**config.mk**
```make
export PLATFORM = sky130hd
export DESIGN_NAME = fetch_sequencer
export DESIGN_NICKNAME = d
export VERILOG_FILES = /design/src/rtl/fetch_sequencer.sv
export SDC_FILE = /design/constraint.sdc
export NUM_CORES = 1
export LEC_CHECK = 0
export CAP_MARGIN = 15
export CORE_ASPECT_RATIO = 1.4
export CORE_UTILIZATION = 53
export DETAILED_ROUTE_END_ITERATION = 8
export GPL_TIMING_DRIVEN = 0
export PLACE_DENSITY = 0.87
export SYNTH_ARGS = -nofsm -noshare
export SYNTH_HDL_FRONTEND = slang
export SYNTH_SLANG_ARGS = --single-unit
```
**constraint.sdc**
```tcl
create_clock -name Clk -period 4.5 [get_ports Clk]
set_input_delay 1.125 -clock Clk [delete_from_list [all_inputs] [get_ports Clk]]
set_output_delay 1.125 -clock Clk [all_outputs]
set_load 0.05 [all_outputs]
```
**src/rtl/fetch_sequencer.sv**
```systemverilog
// ============================================================================
// Module   : fetch_sequencer
// Purpose  : Run control, program counter and cycle/instruction counters
// Revision : 1.0  initial release
// ============================================================================
`default_nettype none

module fetch_sequencer #(
  parameter int unsigned        PW         = 10,
  parameter int unsigned        CW         = 16,
  parameter logic [PW-1:0]      START_ADDR = '0
) (
  input  logic          Clk,
  input  logic          Reset,
  input  logic          Start,
  input  logic          Halt,
  input  logic          BranchEn,
  input  logic          BranchRel,
  input  logic [PW-1:0] Target,
  input  logic          Stall,
  output logic [PW-1:0] PgmCtr,
  output logic          Running,
  output logic          Ack,
  output logic [CW-1:0] CycleCt,
  output logic [CW-1:0] InstCt
);

  typedef enum logic [1:0] {
    S_IDLE = 2'd0,
    S_ARM  = 2'd1,
    S_RUN  = 2'd2,
    S_DONE = 2'd3
  } state_t;

  state_t        r_state;
  logic [PW-1:0] r_pgmCtr;
  logic          r_ack;
  logic [CW-1:0] r_cycleCt;
  logic [CW-1:0] r_instCt;

  logic [CW-1:0] w_cycleInc;
  logic [CW-1:0] w_instInc;
  logic [PW-1:0] w_nextPc;

  // Counters stick at all-ones rather than wrapping.
  assign w_cycleInc = (r_cycleCt == '1) ? r_cycleCt : r_cycleCt + CW'(1);
  assign w_instInc  = (r_instCt  == '1) ? r_instCt  : r_instCt  + CW'(1);

  // PW-bit addition gives modulo-2**PW wrap for both signed offsets and +1.
  always_comb begin
    w_nextPc = r_pgmCtr + PW'(1);
    if (BranchEn) begin
      if (BranchRel) w_nextPc = r_pgmCtr + Target;
      else           w_nextPc = Target;
    end
  end

  always_ff @(posedge Clk) begin
    if (Reset) begin
      r_state   <= S_IDLE;
      r_pgmCtr  <= START_ADDR;
      r_ack     <= 1'b0;
      r_cycleCt <= '0;
      r_instCt  <= '0;
    end else begin
      case (r_state)
        S_IDLE, S_DONE: begin
          if (Start) begin
            r_state   <= S_ARM;
            r_pgmCtr  <= START_ADDR;
            r_ack     <= 1'b0;
            r_cycleCt <= '0;
            r_instCt  <= '0;
          end
        end
        S_ARM: begin
          if (!Start) r_state <= S_RUN;
        end
        S_RUN: begin
          // A fresh Start aborts the program ahead of anything the decoder asks.
          if (Start) begin
            r_state   <= S_ARM;
            r_pgmCtr  <= START_ADDR;
            r_ack     <= 1'b0;
            r_cycleCt <= '0;
            r_instCt  <= '0;
          end else begin
            r_cycleCt <= w_cycleInc;
            if (Halt) begin
              r_state  <= S_DONE;
              r_ack    <= 1'b1;
              r_instCt <= w_instInc;
            end else if (!Stall) begin
              r_pgmCtr <= w_nextPc;
              r_instCt <= w_instInc;
            end
          end
        end
        default: r_state <= S_IDLE;
      endcase
    end
  end

  assign PgmCtr  = r_pgmCtr;
  assign Ack     = r_ack;
  assign CycleCt = r_cycleCt;
  assign InstCt  = r_instCt;
  assign Running = (r_state == S_RUN);

endmodule

`default_nettype wire

```
Yosys cells after proc, flatten, opt, wreduce, memory -nomap -nowiden

Cells that the tools add are included.

Add/subtract/negate cells: 4
Equal/unequal tests: 12
Mux-type cells: 25
Reduce and logical (&&, ||, !) cells: 8

Operators with widths:

| kind                                          | number |
|---|---|
| 2-to-1 mux 16 bit                             | 7 |
| case mux 16 bit (2 select lines)              | 2 |
| 2-to-1 mux 10 bit                             | 6 |
| adder 16 x 1 -> 16 bit, second input constant | 2 |
| == test 16 bit, second input constant         | 2 |
| case mux 10 bit (2 select lines)              | 1 |
| inequality test 3 bit, second input constant  | 4 |
| AND reduction 3 bit                           | 4 |
| adder 10 x 1 -> 10 bit, second input constant | 1 |
| adder 10 bit                                  | 1 |
| 2-to-1 mux 2 bit                              | 4 |
| case mux 2 bit (3 select lines)               | 1 |
| == test 2 bit, second input constant          | 2 |
| inequality test 2 bit, second input constant  | 2 |
| inequality test 4 bit, second input constant  | 1 |
| AND reduction 4 bit                           | 1 |
| 2-to-1 mux 1 bit                              | 3 |
| == test 2 x 1 -> 1 bit, second input constant | 1 |
| zero test 2 bit                               | 1 |
| case mux 1 bit (2 select lines)               | 1 |
| nonzero test 2 bit                            | 1 |
| OR reduction 2 bit                            | 1 |

Bits in registers: 45
Bits of input ports: 17
Output and inout port bits: 44
Logic and storage cells: 54

Longest topological paths before layout

Depth after elaboration: 7
Depth in mapped cells: 9

Worst setup path before layout

Ideal clock, no wire load.

Path type: input -> register
Start point: input port Target[0]
End point: register r_pgmCtr[8] (netlist: PgmCtr[8])
Library setup time: 62 ps
Arrival: 2,568 ps
Data required time: 4,438 ps
Path slack: 1,869 ps
Cell stages on the path: 9
Path buffers: 0
Cell sequence: ha_1 -> inv_1 -> fa_1 -> nor2b_1 -> o21a_1 -> o21ai_0 -> a21oi_1 -> or4_1 -> nand3b_1

Longest elaborated chain between the ends: 7

RTL lines:

| what                             | line | source |
|---|---|---|
| start, declared                  | 19   | `input logic [PW-1:0] Target,` |
| adder 10 bit                     | 53   | `if (BranchRel) w_nextPc = r_pgmCtr + Target;` |
| 2-to-1 mux 10 bit                | 53   |  |
| 2-to-1 mux 10 bit                | 52   | `if (BranchEn) begin` |
| 2-to-1 mux 10 bit                | 93   | `end else if (!Stall) begin` |
| 2-to-1 mux 10 bit                | 89   | `if (Halt) begin` |
| 2-to-1 mux 10 bit                | 81   | `if (Start) begin` |
| case mux 10 bit (2 select lines) | 66   | `case (r_state)` |
| end signal, assigned             | 94   | `r_pgmCtr <= w_nextPc;` |
| end, declared                    | 36   | `logic [PW-1:0] r_pgmCtr;` |

Every way passes these cells. The select of a mux whose other input is x is not followed.
A chain may end at the register's enable or synchronous reset.

Final worst setup path

Start point: input port Target[0]
End point: register r_pgmCtr[6] (netlist: PgmCtr[6])

Same word-level chain as after synthesis.

==> results.md <==
- Max incr delay on CP: approximately 0.48 ns
- Placed cell count: 497
- Die extent in x: between 60 and 70 µm
- Remaining DRCs: 0
- Synth cell count leaders: dfxtp_1 (45), nor2_1 (45), nand2_1 (32)
- Largest net degree at the start of global routing: 15
- Mapped Area: 2970 µm²
- GPL Wtd Cong: about 0.84
- Global-route wire length before repair: 13.06 mm
- Critical Path End Type: flop
- Detailed Route WL: roughly 7.6 mm
- Layout Nets: approximately 470
- Clk slew on worst S/H paths: 0.08 ns
- Slew HR: between 50% and 60%
- Setup TNS: 0 ns
- Crit path DAT: between 3 and 4 ns
- I/O Buffers: 59
- Gr usage total: between 20% and 30%
- Synth warn: 0
- Top FF cell, synth: dfxtp_1
- IO Count: 61
- CTS H-tree depth: 2
- Slowest CP cell: clkdlybuf4s50_1
- Share of synthesized registers carrying an async set or reset: 0%
- Post-synth EDFFs: 0
- Power Dens Cells: between 200 and 300 nW/µm²
- Crit path kind: in -> reg
- Final hold vios: 0
- Initial antenna violation count: 0
- Via count: about 3000
- Max VDD drop: 0.0002605 V
- CTS Sinks: 45
- Lkg Pwr: around 1.4 nW
- Skew final: roughly 0.0061 ns
- Clk Latency, worst-skew pair: 0.30 ns
- Post-CTS Repair Setup Buffers: 0
- CP startpoint kind: primary input
- Largest area contributor in the netlist: dfxtp_1
- Post-Syn Instances: ~370
- # diodes: 0
- DRT Pass-1 Iters: 5
- Fmax: 328.7 MHz
- CP required: roughly 4.7 ns
- Via count of the first global-routing pass: 2957
- Syn Area/Cell: approximately 8.0 µm²
- Status: completed
- Grt ovf: 0
- Slew Limit Fails: 0
- Clk buf depth: 2
- Final setup vio count: 0
- Hold WC Path Type: reg -> reg
- Fraction of layout instances using a drive strength above 1: between 5 and 6%
- Crit-path max FO: 3
- Die footprint: just under 6000 µm²
- Die Height: roughly 90 µm
- Floorplan Core Area: 5275 µm²
- Post-route minimum period: roughly 3.0 ns
- Vias/cell: about 6
- Max Cap Violations: 0
- DP HPWL: about 5.8 mm
- Yosys top cell area share: a little under a third
- Per-cell routed wire length: approximately 15 µm
- Area growth syn-to-layout: 26.71%
- Antenna-violating nets left: 0
- RSZ-0062 raised after global routing: no
- Crit path cell chain: clkdlybuf4s50_1 > ha_1 > inv_1 > fa_1 > nor2b_1 > o21a_1 > o31a_1 > mux2i_1 > a41oi_1 > o21ai_0
- Cts bufs inserted: 5
- Post-synthesis sequential area ratio: about 30%
- Hold-fix buffers, CTS: 0
- Worst-Margin Slew: approximately 0.63 ns
- Initial DRC count: 158
- Netlist cell types: 63
- Final Non-Filler Cells: 505
- Post-CTS Resized: 0
- Initial Util: roughly 56%
- Syn nets: just over 400
- TritonCTS clock tree: done
- Synth top area cells: dfxtp_1 (30%), ha_1 (6.3%), nor2_1 (5.7%), xnor2_1 (4.4%), a21oi_1 (4.0%)
- Flops & latches, synth: 45
- Placement row count: 31
- Root Buffer: clkbuf_8
- Fin crit share: around 68%
logic make-up (layout without fill, tap and decap cells):
kind of cell / after synthesis / in the layout / share of synthesized area (%)
multiplexers: 7 / 7 / 2.359
AO/OA/AOI/OAI: 85 / 85 / 19.21
XOR/XNOR: 21 / 21 / 6.192
flip-flops: 45 / 45 / 30.33
AND/OR/NAND/NOR: 173 / 173 / 31.47
adder cells (fa/ha/maj): 16 / 16 / 6.992
buffers and inverters: 25 / 92 / 3.454
state kept, by name (all words and copies together) (netlist names):
register / flops
r_state: 2
CycleCt: 16
Ack: 1
PgmCtr: 10
InstCt: 16
report_power, final:
group	switching, W	internal, W	total (W)
combinational	0.000134	0.0000726	0.000206
clock	0.000143	0.000181	0.000323
sequential	0.00000949	0.000406	0.000416
total	0.000286	0.000660	0.000946
metal layers:
layer  GRT usage (%)  up-vias  wire (µm)
li1                -     1496          -
met1           29.80     1451       2999
met2           50.43       89       4107
met3           4.167       16        332
met4           10.69        0        152
met5               0        -          0
placed cells by master (no fill, tap or decap), drive strengths merged, types with 3 or more instances in the layout:
| cell type | instances |
|---|---|
| a31o | 3 |
| nand2b | 5 |
| nor2b | 5 |
| clkbuf | 12 |
| inv | 16 |
| a311oi | 4 |
| a21o | 4 |
| or2 | 4 |
| a21oi | 24 |
| buf | 3 |
| nand3 | 13 |
| nor3 | 20 |
| nor4 | 10 |
| nor2 | 47 |
| mux2i | 7 |
| nand4 | 9 |
| clkdlybuf4s50 | 59 |
| xnor2 | 15 |
| and4 | 3 |
| o21a | 5 |
| and3 | 6 |
| o21ai | 20 |
| dfxtp | 45 |
| or3 | 4 |
| xor2 | 6 |
| o221ai | 3 |
| ha | 15 |
| nor3b | 3 |
| a31oi | 4 |
| nand2 | 33 |
stage by stage:
stage          setup slack [ns]  utilization (%)  hold WS, ns  area [µm²]  total power, W
6_report                  1.458            71.35       0.4958        3764       0.0009457
5_1_grt                   1.304            71.35       0.5296        3764       0.0009863
4_1_cts                   1.464            71.35       0.4972        3764       0.0009491
3_5_place_dp              1.165            69.07       0.4847        3643       0.0006295
3_3_place_gp              1.177            69.07       0.4725        3643       0.0006245
2_1_floorplan             1.869                -       0.4997        2970       0.0005674
critical path: cells and delay by family:
family | cells | cell delay, ns
AOI/OAI and AO/OA | 4 | 0.62
buffers and inverters | 2 | 0.53
muxes | 1 | 0.24
adders and majority gates | 2 | 0.57
and+or+nand+nor | 1 | 0.18
final timing paths:
| kind | from | to | slack (ns) | cells after the start |
|---|---|---|---|---|
| setup / recovery | Target[0] | PgmCtr[6]$_SDFFE_PP0P_ | 1.46 | 10 |
| hold / removal | InstCt[9]$_SDFFE_PP0P_ | InstCt[9]$_SDFFE_PP0P_ | 0.50 | 2 |
| setup reg to reg | r_state[0]$_SDFFE_PP0P_ | InstCt[7]$_SDFFE_PP0P_ | 2.05 | 8 |
| hold reg to reg | InstCt[9]$_SDFFE_PP0P_ | InstCt[9]$_SDFFE_PP0P_ | 0.50 | 2 |
cell type report:
cell class | instances | area (µm²)
fillers | 442 | 1511
plain buffers | 9 | 42.54
clock inverters | 2 | 37.54
flip-flops and latches | 45 | 900.9
well taps | 66 | 82.58
inverters | 16 | 60.06
repair buffers | 59 | 590.6
clock buffers | 6 | 82.58
multi-input cells | 302 | 1967
(Power assumes the default switching activity.)
